## src/rtl/mc_ctrl.sv

```systemverilog
`default_nettype none
// ============================================================================
//  Module   : mc_ctrl
//  Purpose  : Multi-cycle MIPS sequencing controller; decodes IR fields and
//             drives datapath enables/selects, plus a retired-insn counter.
//  Revision : 1.0  initial release
// ============================================================================
module mc_ctrl #(
   parameter int CNT_W = 32
) (
   input  logic             clk,
   input  logic             reset,
   input  logic [5:0]       op,
   input  logic [5:0]       funct,
   input  logic             zero,
   output logic             pc_wr,
   output logic             ir_wr,
   output logic             reg_wr,
   output logic             mem_wr,
   output logic             alu_src_a,
   output logic [1:0]       alu_src_b,
   output logic [1:0]       alu_op,
   output logic [1:0]       reg_dst,
   output logic [1:0]       mem_to_reg,
   output logic [1:0]       pc_src,
   output logic [3:0]       state,
   output logic [CNT_W-1:0] retired
);

   localparam logic [3:0] c_FETCH   = 4'd0;
   localparam logic [3:0] c_DECODE  = 4'd1;
   localparam logic [3:0] c_EXE_R   = 4'd2;
   localparam logic [3:0] c_R_WB    = 4'd3;
   localparam logic [3:0] c_EXE_I   = 4'd4;
   localparam logic [3:0] c_I_WB    = 4'd5;
   localparam logic [3:0] c_MEM_ADR = 4'd6;
   localparam logic [3:0] c_MEM_RD  = 4'd7;
   localparam logic [3:0] c_MEM_WB  = 4'd8;
   localparam logic [3:0] c_MEM_WR  = 4'd9;
   localparam logic [3:0] c_BRANCH  = 4'd10;
   localparam logic [3:0] c_JUMP    = 4'd11;
   localparam logic [3:0] c_JAL     = 4'd12;
   localparam logic [3:0] c_JR      = 4'd13;

   localparam logic [3:0] c_I_NOP  = 4'd0;
   localparam logic [3:0] c_I_ADDU = 4'd1;
   localparam logic [3:0] c_I_SUBU = 4'd2;
   localparam logic [3:0] c_I_JR   = 4'd3;
   localparam logic [3:0] c_I_ORI  = 4'd4;
   localparam logic [3:0] c_I_LUI  = 4'd5;
   localparam logic [3:0] c_I_LW   = 4'd6;
   localparam logic [3:0] c_I_SW   = 4'd7;
   localparam logic [3:0] c_I_BEQ  = 4'd8;
   localparam logic [3:0] c_I_J    = 4'd9;
   localparam logic [3:0] c_I_JAL  = 4'd10;

   localparam logic [1:0] c_ALU_ADD = 2'd0;
   localparam logic [1:0] c_ALU_SUB = 2'd1;
   localparam logic [1:0] c_ALU_OR  = 2'd2;
   localparam logic [1:0] c_ALU_LUI = 2'd3;

   logic [3:0]       r_state;
   logic [3:0]       w_next;
   logic [3:0]       w_cls;
   logic             w_retire;
   logic [CNT_W-1:0] r_retired;
   logic             w_pc_wr, w_ir_wr, w_reg_wr, w_mem_wr;

   always_comb begin
      w_cls = c_I_NOP;
      case (op)
         6'h00: begin
            case (funct)
               6'h21:   w_cls = c_I_ADDU;
               6'h23:   w_cls = c_I_SUBU;
               6'h08:   w_cls = c_I_JR;
               default: w_cls = c_I_NOP;
            endcase
         end
         6'h0D:   w_cls = c_I_ORI;
         6'h0F:   w_cls = c_I_LUI;
         6'h23:   w_cls = c_I_LW;
         6'h2B:   w_cls = c_I_SW;
         6'h04:   w_cls = c_I_BEQ;
         6'h02:   w_cls = c_I_J;
         6'h03:   w_cls = c_I_JAL;
         default: w_cls = c_I_NOP;
      endcase
   end

   always_ff @(posedge clk) begin
      if (reset) begin
         r_state   <= c_FETCH;
         r_retired <= '0;
      end else begin
         r_state <= w_next;
         if (w_retire)
            r_retired <= r_retired + CNT_W'(1);
      end
   end

   // Illegal codes 14-15 fall through to FETCH via the default arm.
   always_comb begin
      w_next = c_FETCH;
      case (r_state)
         c_FETCH: w_next = c_DECODE;
         c_DECODE: begin
            case (w_cls)
               c_I_ADDU, c_I_SUBU: w_next = c_EXE_R;
               c_I_ORI, c_I_LUI:   w_next = c_EXE_I;
               c_I_LW, c_I_SW:     w_next = c_MEM_ADR;
               c_I_BEQ:            w_next = c_BRANCH;
               c_I_J:              w_next = c_JUMP;
               c_I_JAL:            w_next = c_JAL;
               c_I_JR:             w_next = c_JR;
               default:            w_next = c_FETCH;
            endcase
         end
         c_EXE_R:   w_next = c_R_WB;
         c_EXE_I:   w_next = c_I_WB;
         c_MEM_ADR: w_next = (w_cls == c_I_LW) ? c_MEM_RD : c_MEM_WR;
         c_MEM_RD:  w_next = c_MEM_WB;
         default:   w_next = c_FETCH;
      endcase
   end

   always_comb begin
      w_pc_wr    = 1'b0;
      w_ir_wr    = 1'b0;
      w_reg_wr   = 1'b0;
      w_mem_wr   = 1'b0;
      alu_src_a  = 1'b0;
      alu_src_b  = 2'd0;
      alu_op     = c_ALU_ADD;
      reg_dst    = 2'd0;
      mem_to_reg = 2'd0;
      pc_src     = 2'd0;
      w_retire   = 1'b0;
      case (r_state)
         c_FETCH: begin
            w_ir_wr   = 1'b1;
            w_pc_wr   = 1'b1;
            alu_src_b = 2'd1;
         end
         c_DECODE: w_retire = (w_cls == c_I_NOP);
         c_EXE_R: begin
            alu_src_a = 1'b1;
            alu_op    = (w_cls == c_I_SUBU) ? c_ALU_SUB : c_ALU_ADD;
         end
         c_R_WB: begin
            w_reg_wr = 1'b1;
            reg_dst  = 2'd1;
            w_retire = 1'b1;
         end
         c_EXE_I: begin
            alu_src_a = 1'b1;
            alu_src_b = 2'd3;
            alu_op    = (w_cls == c_I_LUI) ? c_ALU_LUI : c_ALU_OR;
         end
         c_I_WB: begin
            w_reg_wr = 1'b1;
            w_retire = 1'b1;
         end
         c_MEM_ADR: begin
            alu_src_a = 1'b1;
            alu_src_b = 2'd2;
         end
         c_MEM_WB: begin
            w_reg_wr   = 1'b1;
            mem_to_reg = 2'd1;
            w_retire   = 1'b1;
         end
         c_MEM_WR: begin
            w_mem_wr = 1'b1;
            w_retire = 1'b1;
         end
         c_BRANCH: begin
            alu_src_a = 1'b1;
            alu_op    = c_ALU_SUB;
            pc_src    = 2'd1;
            w_pc_wr   = zero;
            w_retire  = 1'b1;
         end
         c_JUMP: begin
            w_pc_wr  = 1'b1;
            pc_src   = 2'd2;
            w_retire = 1'b1;
         end
         c_JAL: begin
            w_pc_wr    = 1'b1;
            pc_src     = 2'd2;
            w_reg_wr   = 1'b1;
            reg_dst    = 2'd2;
            mem_to_reg = 2'd2;
            w_retire   = 1'b1;
         end
         c_JR: begin
            w_pc_wr  = 1'b1;
            pc_src   = 2'd3;
            w_retire = 1'b1;
         end
         default: ;
      endcase
   end

   // Reset masks every write so an aborted instruction leaves no side effect.
   assign pc_wr   = w_pc_wr  & ~reset;
   assign ir_wr   = w_ir_wr  & ~reset;
   assign reg_wr  = w_reg_wr & ~reset;
   assign mem_wr  = w_mem_wr & ~reset;
   assign state   = r_state;
   assign retired = r_retired;

endmodule
`default_nettype wire

```

## config.mk

```make
export PLATFORM = sky130hd
export DESIGN_NAME = mc_ctrl
export DESIGN_NICKNAME = d
export VERILOG_FILES = /design/src/rtl/mc_ctrl.sv
export SDC_FILE = /design/constraint.sdc
export NUM_CORES = 1
export LEC_CHECK = 0
export ABC_CLOCK_PERIOD_IN_PS = 4500
export CAP_MARGIN = 30
export CELL_PAD_IN_SITES_DETAIL_PLACEMENT = 1
export CELL_PAD_IN_SITES_GLOBAL_PLACEMENT = 1
export CORE_ASPECT_RATIO = 0.8
export CORE_MARGIN = 10
export CORE_UTILIZATION = 30
export CTS_CLUSTER_DIAMETER = 150
export CTS_CLUSTER_SIZE = 25
export DETAILED_ROUTE_END_ITERATION = 8
export HOLD_SLACK_MARGIN = 0.15
export PLACE_DENSITY = 0.76
export SLEW_MARGIN = 15
export SYNTH_ARGS = -nofsm -noshare
export SYNTH_HDL_FRONTEND = slang
export SYNTH_SLANG_ARGS = --single-unit
export TNS_END_PERCENT = 30
```

## constraint.sdc

```tcl
create_clock -name clk -period 4.5 [get_ports clk]
set_input_delay 0.675 -clock clk [delete_from_list [all_inputs] [get_ports clk]]
set_output_delay 0.675 -clock clk [all_outputs]
set_load 0.03 [all_outputs]
```

After elaboration in Yosys (flattened, before gate mapping)
Memory sizes are Yosys's and may differ from the RTL's.
Cells that the tools add are included.
{"block": "op_classes", "n_addsub": 1, "n_mul": 0, "div": 0, "n_lt_le_gt_ge": 0, "eq_ne": 26, "shift": 0, "muxes": 17, "bitwise": 5, "n_reduce_logical": 8}
{"cell": "32-bit by 1-bit adder with 32-bit output, second input constant", "n": 1}
{"cell": "4-bit one-hot mux with 8 select lines", "n": 1}
{"cell": "4-bit by 3-bit equality test with 1-bit output, second input constant", "n": 6}
{"cell": "4-bit equality test, second input constant", "n": 6}
{"cell": "6-bit equality test, second input constant", "n": 4}
{"cell": "2-bit one-hot mux with 3 select lines", "n": 4}
{"cell": "4-bit one-hot mux with 6 select lines", "n": 1}
{"cell": "6-bit by 4-bit equality test with 1-bit output, second input constant", "n": 3}
{"cell": "4-bit by 2-bit equality test with 1-bit output, second input constant", "n": 3}
{"cell": "6-bit by 2-bit equality test with 1-bit output, second input constant", "n": 2}
{"cell": "4-bit OR reduction", "n": 3}
{"cell": "4-bit zero test", "n": 2}
{"cell": "2-bit one-hot mux with 2 select lines", "n": 2}
{"cell": "8-bit OR reduction", "n": 1}
{"cell": "6-bit by 3-bit equality test with 1-bit output, second input constant", "n": 1}
{"cell": "6-bit zero test", "n": 1}
{"cell": "1-bit 2-to-1 mux", "n": 6}
{"cell": "1-bit AND", "n": 4}
{"cell": "4-bit by 1-bit equality test with 1-bit output, second input constant", "n": 1}
{"cell": "4-bit 2-to-1 mux", "n": 1}
{"cell": "1-bit one-hot mux with 2 select lines", "n": 2}
{"cell": "2-bit OR reduction", "n": 1}
{"cell": "1-bit NOT", "n": 1}
{"block": "totals", "regBits": 36, "latch_bits": 0, "mem_bits_rw": 0, "rom_bits": 64, "in_bits": 15, "out_inout_bits": 51, "word_cells": 60, "n_memories": 1}
{"memory": "(name not given)", "words": 16, "width": 4, "read_ports": 1, "rd_clocked_by_memory_dff": 0, "write_ports": 0, "line": "108", "rtl": "case (w_cls)"}

Depth between registers and ports, before layout
Gate-level depths: netlist of run 1.
{"block": "depth", "word_depth": 6, "depth_mapped": 11, "mapped_depth_nobuf": 8}

Least setup slack after synthesis of run 1
No wires, ideal clock.
{"block": "synth_path", "path_kind": "in2reg", "startpoint": "in op[1]", "endpoint": "reg r_retired[1], in the netlist retired[1]", "setup_ns": 0.128, "arrival_time_ns": 3.014, "t_required_ns": 4.372, "slack_ns": 1.358, "path_stages": 11, "n_path_buf": 3, "cell_sequence": "buf_2 > nor4_1 > o2111ai_1 > a2111oi_2 > inv_1 > ha_1 > a41oi_2 > buf_2 > buf_4 > mux2i_1 > nor2_1"}
{"block": "synth_between", "elab_chain_len": 4, "elab_cells_between_ends": 11, "classes_between": "eq/ne (7); mux (2); reduce/logical (2)"}
{"item": "start, declared", "line": "13", "rtl": "input logic [5:0] op,"}
{"item": "6-bit by 2-bit equality test with 1-bit output, or another cell as far along", "line": "71", "rtl": "case (op)"}
{"item": "4-bit one-hot mux with 8 select lines *", "line": "71"}
{"item": "4-bit zero test *", "line": "145", "rtl": "c_DECODE: w_retire = (w_cls == c_I_NOP);"}
{"item": "1-bit one-hot mux with 2 select lines *", "line": "139", "rtl": "case (r_state)"}
{"item": "end signal, assigned", "line": "98", "rtl": "r_retired <= r_retired + CNT_W'(1);"}
{"item": "end, declared", "line": "66", "rtl": "logic [CNT_W-1:0] r_retired;"}
Mark *: on every way between the ends. The rest lies on a longest branch, timed or not.
A chain may end at the register's enable or synchronous reset.

Worst setup path after layout of run 1
{"block": "layout_path", "startpoint": "in op[0]", "endpoint": "out alu_op[0]"}
{"block": "layout_between", "elab_chain_len": 5, "elab_cells_between_ends": 14, "classes_between": "eq/ne (9); mux (4); reduce/logical (1)"}
{"item": "6-bit by 2-bit equality test with 1-bit output, or another cell as far along", "line": "71"}
{"item": "4-bit one-hot mux with 8 select lines *", "line": "71"}
{"item": "4-bit by 3-bit equality test with 1-bit output or 4-bit by 2-bit equality test with 1-bit output (tied branches)", "line": "158, 148"}
{"item": "1-bit 2-to-1 mux, on equally long branches", "line": "158, 148"}
{"item": "2-bit one-hot mux with 3 select lines *", "line": "139"}
{"item": "end, declared", "line": "22", "rtl": "output logic [1:0] alu_op,"}
Marked as above.

==> results of run 1 <==
-- per-stage QoR --
| step | std cells | hold WS (ns) | utilization, % | area, um^2 | total power [W] |
|---|---|---|---|---|---|
| after detailed placement | 471 | 0.486 | 40.1 | 3200 | 0.000464 |
| after CTS | 479 | 0.499 | 41.2 | 3290 | 0.000699 |
| after global routing | 479 | 0.534 | 41.2 | 3290 | 0.000724 |
| after global placement | 471 | 0.483 | 40.1 | 3200 | 0.000460 |
| after floorplan | 320 | 0.610 | - | 2480 | 0.000415 |
| final | 479 | 0.499 | 41.2 | 3290 | 0.000687 |
-- registers in the layout, summed over array words and instances, names as in the netlist --
| signal | count |
|---|---|
| retired | 32 |
| state | 4 |
-- critical path, delay by kind of cell --
family                 cells  cell delay [ns]
AO/OA/AOI/OAI              3             0.92
buffers and inverters      3             1.36
AND/OR/NAND/NOR            2             0.59
-- cell type report --
class                           instances  area, um^2
Tap cell                              108         135
Inverter                               12        45.0
Clock buffer                            5        68.8
Fill cell                             982        4700
Timing Repair Buffer                   67         678
Multi-Input combinational cell        248        1620
Sequential cell                        36         721
Clock inverter                          3        18.8
-- power by group through the flow --
stage	sequential (W)	clock [W]	combinational [W]
finish	0.000332	0.000231	0.000124
global route	0.000333	0.000255	0.000136
CTS	0.000332	0.000242	0.000125
detailed placement	0.000340	0	0.000124
global placement	0.000339	0	0.000121
floorplan	0.000342	0	0.0000731
-- path summary, 6_finish.rpt --
check | cells past startpoint | end | from | slack [ns]
setup / recovery | 8 | alu_op[0] | op[0] | 0.28
hold / removal | 2 | retired[23] | retired[23] | 0.50
setup reg to reg | 6 | retired[7] | state[3] | 2.09
hold reg to reg | 2 | retired[23] | retired[23] | 0.50
-- layer usage --
metal	vias up	global-route usage (%)	wire, um
met4	0	3.02	74
met3	8	3.50	381
met5	-	0	0
li1	1301	-	-
met2	40	19.9	3740
met1	1251	16.2	3760
-- kinds of logic (layout without fill, tap and decap cells) --
family / after synthesis / in the layout / synth area share, %
AOI/OAI and AO/OA: 79 / 79 / 20.6
muxes: 10 / 10 / 4.44
buffers and inverters: 36 / 87 / 6.10
xor gates and xnor gates: 1 / 1 / 0.353
DFF: 36 / 36 / 29.1
adders and majority gates: 6 / 6 / 3.03
and+or+nand+nor: 152 / 152 / 36.4
-- cells in the final DEF, fill, tap and decap left out, types with 5 or more instances in the layout --
cell type,Yosys,final
mux2_2,8,8
nand2_1,20,20
o21ai_0,9,9
clkbuf_8,0,5
o31ai_1,21,21
clkdlybuf4s50_1,0,65
ha_1,6,6
nor2_1,26,26
nor4_1,9,9
nand2b_1,9,9
nor3_1,9,9
dfxtp_1,36,36
nand3_1,11,11
nand4_1,12,12
inv_1,12,12
or4_1,21,21
nor2b_1,9,9
a21oi_1,32,32
==> run_results.csv, run 1 <==
group,metric,value,unit
clocking,root_buffer,"clkbuf_8",
worst_setup_path,endpoint_kind,"output pin",
detailed_routing,dr.pass1.iters,4,
floorplanning,dieArea,12300,um^2
clocking,ctsHoldBuffers,0,
timing,finalSetupTns,0,ns
cells_and_area,diodes,0,
worst_setup_path,cp_slowest_cell,"a2111oi_2",
timing,final.period_utilization,93.8,%
synthesis,synth_edf_count,0,
outcome,outcome,"finished clean",
synthesis,synth_area_per_cell,7.75,um^2
worst_setup_path,max_stage_delay,0.61,ns
floorplanning,core-area,7980,um^2
cells_and_area,syn2layout_area_growth,32.5,%
global_route,grt_usage,12.4,%
run,drv_cap,0,
floorplanning,fp.dieW,122,um
timing,setup_viol,0,
clocking,cts_buffer_depth,2,
worst_setup_path,path_class,"primary input to output pin",
global_route,grt_max_degree,56,
power_and_ir_drop,p_seq_share,48.4,%
hold_path,hold_path_class,"flip-flop to flip-flop",
floorplanning,initial_core_util,31.1,%
detailed_routing,drc,0,
worst_setup_path,critPathMostFrequentCell,"clkdlybuf4s50_1",
synthesis,synth_top_area_share,29.1,%
detailed_routing,num_vias,2600,
global_route,grt_antenna_before_repair,0,
worst_setup_path,cp-start-kind,"primary input",
power_and_ir_drop,pwr-share-comb,18.0,%
synthesis,yosysMostFrequentCell,"dfxtp_1",
timing,postLayoutSetupSlackWorst,0.281,ns
floorplanning,pin_count,66,
power_and_ir_drop,p_leak,1.04,nW
power_and_ir_drop,power_frac_clock,33.7,%
worst_setup_path,crit_required,3.83,ns
clocking,cts_setup_buffers,0,
synthesis,netlist_area,2480,um^2
global_route,grt_pass1_wl,12900,um
synthesis,synth_seq_area_share,29.1,%
detailed_routing,totalWireLength,7960,um
power_and_ir_drop,irDropWorstVdd,0.000109,V
detailed_routing,drtIter0Drc,103,
worst_setup_path,crit_fanout,11,
global_route,overflow,0,
timing,grt_setup_unrepaired,"false",
floorplanning,rows,29,
synthesis,synthesis.nets,341,
timing,layout_min_cycle_time,4.22,ns
timing,slew_headroom,42.6,%
detailed_routing,via_per_inst,5.43,
power_and_ir_drop,p_sw,0.000209,W
worst_setup_path,arrival,3.54,ns
clocking,clock_latency,0.29,ns
synthesis,synth_ff_type,"dfxtp_1",
synthesis,synthDistinctLibCells,48,
detailed_routing,post_drt_wl_per_cell,16.6,um
placed_design,dp_slack,0.219,ns
synthesis,yosysTopAreaCell,"dfxtp_1",
synthesis,syn_inst,320,
synthesis,synth_area_leaders,"dfxtp_1, a21oi_1, o31ai_1, or4_1, nor2_1",
synthesis,synth_top_cells_by_count,"dfxtp_1, a21oi_1, nor2_1, o31ai_1, or4_1",
global_route,grt_pass1_vias,2537,
placed_design,numPortBuffers,65,
power_and_ir_drop,power.internal,0.000478,W
synthesis,synthArstFlopShare,0,%
timing,finalHoldViolCount,0,
timing,fin_skew,0.00994,ns
clocking,cts_tree,"built",
clocking,clkSinkCount,36,
worst_setup_path,crit_chain,"clkdlybuf4s50_1 > nor4_1 > o2111ai_1 > a2111oi_2 > inv_1 > nand4_1 > o211ai_1 > clkdlybuf4s50_1",
floorplanning,dieHeight,101,um
cells_and_area,drive_above_1_share,7.55,%
clocking,path_clk_slew,0.08,ns
detailed_routing,ant_nets,0,
timing,final_max_slew_viol_count,0,
placed_design,detailed_place_hpwl,5900,um
power_and_ir_drop,switching_share,30.4,%
synthesis,ys_warn_count,0,
timing,worstMarginPinSlew,0.853,ns
cells_and_area,nNetsFinal,391,
timing,fmax,237,MHz
clocking,cts_max_level,2,
clocking,cts_made_buffers,5,
clocking,cts_resized,0,
placed_design,gp_congestion,0.773,
synthesis,ys_ff_latch,36,
power_and_ir_drop,cellPowerDensity,209,nW/um^2
Power figures use the tool's default switching activity.
==> inputs of run 2 (changes only) <==
Settings changed: CAP_MARGIN 30 to not set, PLACE_DENSITY 0.76 to not set, PLACE_DENSITY_LB_ADDON set to 0.1.
==> run_results.csv, run 2 (synthesized netlist as in run 1, its figures left out) <==
group,metric,value,unit
detailed_routing,ant_nets,0,
detailed_routing,drc,0,
cells_and_area,diodes,0,
cells_and_area,final_cell_mix,"clkdlybuf4s50_1, dfxtp_1, a21oi_1",
clocking,cts_setup_buffers,0,
timing,grt_setup_unrepaired,"false",
worst_setup_path,crit_chain,"clkdlybuf4s50_1 > nor4_1 > o2111ai_1 > a2111oi_2 > nand4_1 > o211ai_1 > clkdlybuf4s50_1",
clocking,cts_max_level,2,
timing,hold_slack,0.503,ns
floorplanning,rows,29,
timing,final_max_slew_viol_count,0,
detailed_routing,totalWireLength,7880,um
detailed_routing,via_per_inst,5.41,
global_route,grt_pass1_wl,13100,um
timing,setup_viol,0,
clocking,path_clk_slew,0.07,ns
worst_setup_path,crit_buf_inv,2,
timing,layout_min_cycle_time,4.12,ns
detailed_routing,drtIter0Drc,153,
run,drv_cap,0,
cells_and_area,final_common_cell,"clkdlybuf4s50_1",
clocking,clock_latency,0.29,ns
timing,fin_skew,0.00951,ns
floorplanning,fp.dieW,122,um
global_route,grt_usage,12.7,%
timing,worstMarginPinSlew,0.843,ns
timing,finalSetupTns,0,ns
detailed_routing,post_drt_wl_per_cell,16.5,um
clocking,cts_made_buffers,5,
clocking,cts_buffer_depth,2,
detailed_routing,dr.pass1.iters,4,
cells_and_area,largest_reg_flops,32,
hold_path,hold_path_class,"flip-flop to flip-flop",
worst_setup_path,r2r_end,"retired[11]",
global_route,grt_max_degree,40,
power_and_ir_drop,irDropWorstVdd,0.0000996,V
worst_setup_path,r2r_start,"state[0]",
timing,fmax,243,MHz
timing,finalHoldViolCount,0,
worst_setup_path,endpoint_kind,"output pin",
global_route,grt_pass1_vias,2505,
floorplanning,dieArea,12300,um^2
worst_setup_path,cp_slowest_cell,"clkdlybuf4s50_1",
timing,final.period_utilization,91.6,%
hold_path,holdPathStages,2,
worst_setup_path,path_class,"primary input to output pin",
worst_setup_path,cp_top_family,"buffers and inverters",
floorplanning,core-area,7980,um^2
cells_and_area,fin_util,41.0,%
hold_path,min_from,"retired[26]",
worst_setup_path,max_stage_delay,0.69,ns
clocking,cts_tree,"built",
worst_setup_path,crit_required,3.83,ns
worst_setup_path,r2r_setup_slack,1.96,ns
worst_setup_path,critPathMostFrequentCell,"clkdlybuf4s50_1",
clocking,cts_resized,0,
cells_and_area,syn2layout_area_growth,32.1,%
cells_and_area,fillCellCount,982,
worst_setup_path,cp-start-kind,"primary input",
floorplanning,dieHeight,101,um
detailed_routing,num_vias,2587,
global_route,grt_antenna_before_repair,0,
power_and_ir_drop,total_power,0.000679,W
power_and_ir_drop,p_leak,1.03,nW
floorplanning,pin_count,66,
worst_setup_path,crit_fanout,11,
cells_and_area,drive_above_1_share,7.03,%
placed_design,numPortBuffers,65,
power_and_ir_drop,cellPowerDensity,207,nW/um^2
placed_design,detailed_place_hpwl,5760,um
clocking,clkSinkCount,36,
hold_path,hold_end,"retired[26]",
clocking,root_buffer,"clkbuf_8",
cells_and_area,nNetsFinal,391,
placed_design,gp_congestion,0.769,
clocking,ctsHoldBuffers,0,
floorplanning,initial_core_util,31.1,%
worst_setup_path,worst-r2r-cell-count,6,
worst_setup_path,arrival,3.45,ns
global_route,overflow,0,
outcome,outcome,"finished clean",
timing,slew_headroom,43.3,%
## run 2: changes by cell type in the layout (fill, tap and decap cells not counted)
cell and delta:
clkbuf_1 +1, clkinv_4 -1, clkinv_2 -1
## run 2: worst reg2reg max path, delay by kind of cell, from the launching register on
kind	cells	cell delay [ns]
simple gates	3	1.01
flops	1	0.63
compound gates	2	0.53
buf+inv	1	0.29
## run 2: how the worst max path moves through the flow
stage	from	endpoint	slack [ns]	depth (start not counted)
global route	op[0]	alu_op[0]	0.12	7
CTS	op[0]	alu_op[0]	0.35	7
finish	op[0]	alu_op[0]	0.38	7
detailed placement	op[0]	alu_op[0]	0.36	7
floorplan	op[1]	retired[1]	1.36	11
global placement	op[0]	alu_op[0]	0.43	7
## run 2: stage by stage
stage	instances	setup slack [ns]	area (um^2)
global placement	471	0.433	3200
CTS	478	0.353	3280
finish	478	0.377	3280
floorplan	320	1.36	2480
global route	478	0.115	3280
detailed placement	471	0.356	3200
## run 2: area by class of cell
type / instances / area (um^2) / area share [%]
multi-input combinational: 248 / 1620 / 49.4
clock buffer: 6 / 72.6 / 2.22
inverter: 12 / 45.0 / 1.38
timing repair buffer: 67 / 678 / 20.7
sequential: 36 / 721 / 22.0
tap: 108 / 135 / 4.13
clock inverter: 1 / 5.00 / 0.153
## run 2: layer usage
metal	part of all wire, %	GRT usage (%)
met1	51	17.6
met4	0.51	1.92
met2	42	18.1
met3	6.7	5.39
met5	0	0
## run 2: power breakdown
part / internal, W / switching (W) / leakage (nW)
clock network: 0.000105 / 0.000118 / 0.0410
registers: 0.000322 / 0.00000985 / 0.290
logic: 0.0000481 / 0.0000750 / 0.698
total: 0.000476 / 0.000203 / 1.03
